[config.mk]
export PLATFORM = sky130hd
export DESIGN_NAME = code_lock
export DESIGN_NICKNAME = d
export VERILOG_FILES = /design/src/rtl/code_lock.sv
export SDC_FILE = /design/constraint.sdc
export NUM_CORES = 1
export LEC_CHECK = 0
export CAP_MARGIN = 20
export CORE_MARGIN = 1
export CORE_UTILIZATION = 25
export CTS_BUF_LIST = sky130_fd_sc_hd__clkbuf_16
export DETAILED_ROUTE_END_ITERATION = 7
export DONT_BUFFER_PORTS = 1
export GPL_TIMING_DRIVEN = 0
export PLACE_DENSITY = 0.46
export SYNTH_ARGS = -nofsm -noshare
export SYNTH_HDL_FRONTEND = slang
export SYNTH_SLANG_ARGS = --single-unit
[constraint.sdc]
create_clock -name clk -period 1.8 [get_ports clk]
set_input_delay 0.27 -clock clk [delete_from_list [all_inputs] [get_ports clk]]
set_output_delay 0.27 -clock clk [all_outputs]
set_load 0.05 [all_outputs]
[src/rtl/code_lock.sv]
// code_lock: serial combination lock.
//
// Bits arrive one per accepted clock (b_valid=1) MSB-first and are shifted
// into an attempt register. After CODE_LEN bits the attempt is compared with
// CODE: a match opens the lock, a mismatch bumps the consecutive-failure
// count, and reaching MAX_FAIL failures locks the block out for
// LOCKOUT_CYCLES clocks. All state changes on the falling edge of clk.
//
// Ports
//   clk      in   clock, state updates on negedge
//   clear    in   asynchronous active-low reset
//   b_valid  in   qualifies b_in
//   b_in     in   serial code bit
//   relock   in   close the lock / abort a partial attempt
//   unlock   out  1 while OPEN
//   lockout  out  1 while LOCKOUT
//   busy     out  1 while COLLECT holds a partial attempt
//   fail_cnt out  consecutive failed attempts
module code_lock #(
    parameter int                  CODE_LEN       = 6,
    parameter logic [CODE_LEN-1:0] CODE           = 6'b101100,
    parameter int                  MAX_FAIL       = 3,
    parameter int                  LOCKOUT_CYCLES = 16
) (
    input  logic                             clk,
    input  logic                             clear,
    input  logic                             b_valid,
    input  logic                             b_in,
    input  logic                             relock,
    output logic                             unlock,
    output logic                             lockout,
    output logic                             busy,
    output logic [$clog2(MAX_FAIL+1)-1:0]    fail_cnt
);

    localparam int FW = $clog2(MAX_FAIL + 1);
    localparam int CW = (CODE_LEN > 1) ? $clog2(CODE_LEN) : 1;
    localparam int TW = (LOCKOUT_CYCLES > 1) ? $clog2(LOCKOUT_CYCLES) : 1;

    localparam logic [CW-1:0] LAST_BIT   = CW'(CODE_LEN - 1);
    localparam logic [TW-1:0] TIMER_LOAD = TW'(LOCKOUT_CYCLES - 1);
    localparam logic [FW-1:0] FAIL_MAX   = FW'(MAX_FAIL);
    localparam logic [FW:0]   FAIL_MAX_X = (FW + 1)'(MAX_FAIL);

    typedef enum logic [1:0] {
        S_COLLECT = 2'b00,
        S_OPEN    = 2'b01,
        S_LOCKOUT = 2'b10
    } state_e;

    state_e                state_q, state_d;
    logic [CODE_LEN-1:0]   attempt_q, attempt_d;
    logic [CW-1:0]         cnt_q, cnt_d;
    logic [FW-1:0]         fail_q, fail_d;
    logic [TW-1:0]         timer_q, timer_d;
    logic                  unlock_q, lockout_q, busy_q;

    logic [CODE_LEN-1:0]   shifted;
    logic [FW:0]           fail_inc;

    always_comb begin
        state_d   = state_q;
        attempt_d = attempt_q;
        cnt_d     = cnt_q;
        fail_d    = fail_q;
        timer_d   = timer_q;

        // Attempt including the bit offered on this edge; for CODE_LEN=1 the
        // shift drops everything and only b_in remains.
        shifted  = (attempt_q << 1) | CODE_LEN'(b_in);
        // One extra bit so the increment cannot wrap before the compare.
        fail_inc = {1'b0, fail_q} + (FW + 1)'(1);

        case (state_q)
            S_COLLECT: begin
                if (relock) begin
                    cnt_d     = '0;
                    attempt_d = '0;
                end else if (b_valid) begin
                    if (cnt_q == LAST_BIT) begin
                        cnt_d     = '0;
                        attempt_d = '0;
                        if (shifted == CODE) begin
                            state_d = S_OPEN;
                            fail_d  = '0;
                        end else if (fail_inc == FAIL_MAX_X) begin
                            state_d = S_LOCKOUT;
                            fail_d  = FAIL_MAX;
                            timer_d = TIMER_LOAD;
                        end else begin
                            fail_d  = fail_inc[FW-1:0];
                        end
                    end else begin
                        cnt_d     = cnt_q + CW'(1);
                        attempt_d = shifted;
                    end
                end
            end
            S_OPEN: begin
                if (relock) begin
                    state_d   = S_COLLECT;
                    cnt_d     = '0;
                    attempt_d = '0;
                end
            end
            S_LOCKOUT: begin
                // Timer was loaded with LOCKOUT_CYCLES-1, so leaving on the
                // zero edge keeps lockout high for exactly LOCKOUT_CYCLES.
                if (timer_q == '0) begin
                    state_d = S_COLLECT;
                    fail_d  = '0;
                end else begin
                    timer_d = timer_q - TW'(1);
                end
            end
            default: begin
                state_d   = S_COLLECT;
                attempt_d = '0;
                cnt_d     = '0;
                fail_d    = '0;
                timer_d   = '0;
            end
        endcase
    end

    // Outputs are registered from the next-state values so they change on
    // the same edge as the state they describe.
    always_ff @(negedge clk or negedge clear) begin
        if (!clear) begin
            state_q   <= S_COLLECT;
            attempt_q <= '0;
            cnt_q     <= '0;
            fail_q    <= '0;
            timer_q   <= '0;
            unlock_q  <= 1'b0;
            lockout_q <= 1'b0;
            busy_q    <= 1'b0;
        end else begin
            state_q   <= state_d;
            attempt_q <= attempt_d;
            cnt_q     <= cnt_d;
            fail_q    <= fail_d;
            timer_q   <= timer_d;
            unlock_q  <= (state_d == S_OPEN);
            lockout_q <= (state_d == S_LOCKOUT);
            busy_q    <= (state_d == S_COLLECT) && (cnt_d != '0);
        end
    end

    assign unlock   = unlock_q;
    assign lockout  = lockout_q;
    assign busy     = busy_q;
    assign fail_cnt = fail_q;

endmodule

==> implementation parameters <==
Parameter                              Value

Drt
  DRC violation total after the first TritonRoute iteration ... 8
  Routed Wire Length ... approximately 2200 µm
  Ratio of routed vias to standard cells ... about 4.9
  Vias ... 750
  Mean routed wirelength per cell ... roughly 14 µm
  Detail Route Antenna Nets ... 0
  Number of iterations in the first detailed-routing pass ... 3
  Remaining routing DRC violations ... 0

Clock tree
  Clock tree from TritonCTS ... yes
  Clock tree sinks ... 19
  Clock latency at the later pin of the worst-skew pair ... 0.28 ns
  Hold-fix buffers at CTS ... 0
  H-tree lvl count ... 1
  Clock-pin slew of the registers on the worst-case setup and hold paths ... roughly 0.040 ns
  Root Driver ... clkbuf_16
  Clock buffer count from CTS ... 3
  Buffers from clock root to sink, at most ... 2

Synthesis
  Register bit total from synthesis ... 19
  Average size of a mapped cell ... ~11 µm²
  Fraction of post-synthesis cell area in the top cell type by area ... between 40% and 50%
  Distinct cells, synth ... 43
  Most used flip-flop cell after synthesis ... dfrtn_1
  Most common cell in the synthesized netlist ... dfrtn_1
  Sequential area share after synthesis ... 45.18%
  Biggest area contributors in the synthesized netlist ... dfrtn_1 45%, a22o_1 4.2%, ha_1 3.6%
  Syn Inst Count ... 95
  Post-synthesis net count ... 103
  Cell taking the most area after synthesis ... dfrtn_1
  Synthesized cell area ... about 1100 µm²
  Leading post-synthesis cells by instance count ... 19 x dfrtn_1, 7 x inv_1, 5 x a22o_1, 5 x nor2_1, 4 x a21oi_1
  Number of enable flip-flop cells after synthesis ... 0
  Proportion of register bits with asynchronous set or reset after synthesis ... 100.0%
  Number of synthesis warnings ... 0

Critical path
  CP Class ... register to output port
  R2r startpoint ... fail_cnt[0]$_DFFE_NN0P_
  Required time of the critical path ... 1.53 ns
  Kind of launch point of the worst setup path ... register
  Reg2Reg Capture Point ... timer_q[0]$_DFFE_NN0P_
  Reg-to-reg setup timing slack ... -0.04 ns
  Crit. End Element ... output port
  Critical path fanouts, max ... 3
  End of the critical path ... fail_cnt[1]
  R2R depth ... 6
  Worst setup path start ... fail_cnt[1]$_DFFE_NN0P_
  Critical path data arrival time ... around 1.9 ns
  Cell count along the critical path ... 0

Power
  Lkg Pwr ... about 0.56 nW
  Power density of the placed cells ... 759.9 nW/µm²
  Worst voltage drop across the vdd grid ... between 0.2 and 0.3 mV
  Overall power after layout ... about 960 µW

Place
  GP Congestion ... 0.7157
  Placement Cell Area ... roughly 1100 µm²
  Count of input and output buffers ... 0
  Post-DP HPWL ... approximately 1600 µm
  Total instance count after detailed placement ... about 150
  Pre-CTS WS ... -0.4480 ns

Global routing
  Total routing resource utilization after global routing ... 10.77%
  Pin count of the biggest net entering global routing ... 20
  Via count of the first global-routing pass ... between 700 and 800
  Grt total ovfl ... 0
  Number of antenna violations at the first check in global routing ... 0
  First-pass GRT wire length ... about 3600 µm

Hold path
  WHS Path Cells ... 1
  Class of the tightest hold or removal check ... register to register

STA
  Setup TNS after final layout ... -1.905 ns
  Minimum setup slack in the final design ... -0.3663 ns
  Transition time at the pin with the least slew margin ... between 0.5 and 0.6 ns
  Count of endpoints failing setup in the final report ... 10
  Setup repair after global routing missed its margin ... yes
  Minimum hold slack ... between 0.4 and 0.5 ns
  Total count of max-transition violations in the final report ... 0
  Normalized max-slew margin ... roughly two thirds
  Final hold violation count ... 0
  Worst-case clock skew ... 0.004143 ns

Run status
  Failing checks ... setup timing
  Run status ... finished with violations

Floorplanning
  Die height ... 66.88 µm
  Number of placement rows ... 23
  Core Area ... 4029 µm²
  Horizontal die dimension ... roughly 67 µm
  Area of the die ... approximately 4500 µm²
  Starting utilization of the core area ... about a quarter
  Boundary Pins ... 10

Finish
  Area growth from synthesis to final layout ... 20.57%
  Fill count ... between 400 and 500
  Antenna diode count ... 0
  Layout Nets ... 112
  Final Core Density ... around a third
  Final Cell Area ... between 1000 and 1500 µm²
  Proportion of layout cells with a drive suffix above 1 ... between 20% and 30%
  Post-layout instance count excluding filler cells ... between 150 and 200

Job
  Max-cap viol count ... 0
==> sequential cells by signal (all words and copies together) (netlist names) <==
signal and count:
attempt_q 5, timer_q 4, cnt_q 3, fail_cnt 2, state_q 2, busy 1
lockout 1, unlock 1
==> worst min-delay path by stage <==
stage / start / to / slack (ns)
2_1_floorplan: timer_q[3]$_DFFE_NN0P_ / timer_q[3]$_DFFE_NN0P_ / 0.42
3_3_place_gp: timer_q[3]$_DFFE_NN0P_ / timer_q[3]$_DFFE_NN0P_ / 0.44
3_5_place_dp: timer_q[3]$_DFFE_NN0P_ / timer_q[3]$_DFFE_NN0P_ / 0.46
4_1_cts: timer_q[3]$_DFFE_NN0P_ / timer_q[3]$_DFFE_NN0P_ / 0.46
5_1_grt: clear / cnt_q[2]$_DFF_NN0_ / 0.46
6_report: timer_q[3]$_DFFE_NN0P_ / timer_q[3]$_DFFE_NN0P_ / 0.46
==> cell families after synthesis <==
kind of cell / after synthesis / share of synthesized area [%]
and+or+nand+nor: 31 / 21.17
AOI/OAI and AO/OA: 29 / 22.12
DFF: 19 / 45.18
buffers and inverters: 9 / 3.449
muxes: 4 / 4.518
adders and majority gates: 3 / 3.568
==> metal layers <==
layer / global-route usage, % / part of all wire, % / wire [µm] / vias up
li1: - / - / - / 366
met1: 13.45 / 48 / 1029 / 372
met2: 18.18 / 47 / 1022 / 10
met3: 2.568 / 4.4 / 96 / 2
met4: 3.191 / 0.60 / 13 / 0
met5: 0 / 0 / 0 / -
==> placed cells by master, fill, tap and decap left out, types with 3 or more instances in the layout <==
cell	n
nand2_1	3
o21ai_0	3
a21oi_2	3
clkbuf_16	3
buf_4	3
ha_1	3
dfrtn_1	19
inv_1	6
nor2_1	4
a22o_1	5
o21a_1	3
==> area by class of cell <==
cell class                 count  area, µm²  share of cell area, %
tap                           50      62.56                  4.931
clock buffer                   3      75.07                  5.917
multi-input combinational     67      580.6                  45.76
buffer                         2      10.01                 0.7890
sequential                    19      475.5                  37.48
clock inverter                 1      5.005                 0.3945
timing repair buffer           4      33.78                  2.663
inverter                       7      26.28                  2.071
==> power by group <==
part	leakage (nW)	switching [mW]	internal (mW)
combinational	0.257	0.0176	0.0216
sequential	0.262	0.0241	0.440
clock	0.0409	0.163	0.298
total	0.560	0.205	0.760
==> what timing repair did <==
action | 4_1_cts | 5_1_grt
pin swaps | 2 | 0
cloned | 0 | 0
setup endpoints to repair | 10 | 11
setup buffers | 4 | 0
endpoints found under the hold margin | 0 | 0
gates resized for setup | 7 | 0
Note: power is estimated with default switching activity, not from simulation.
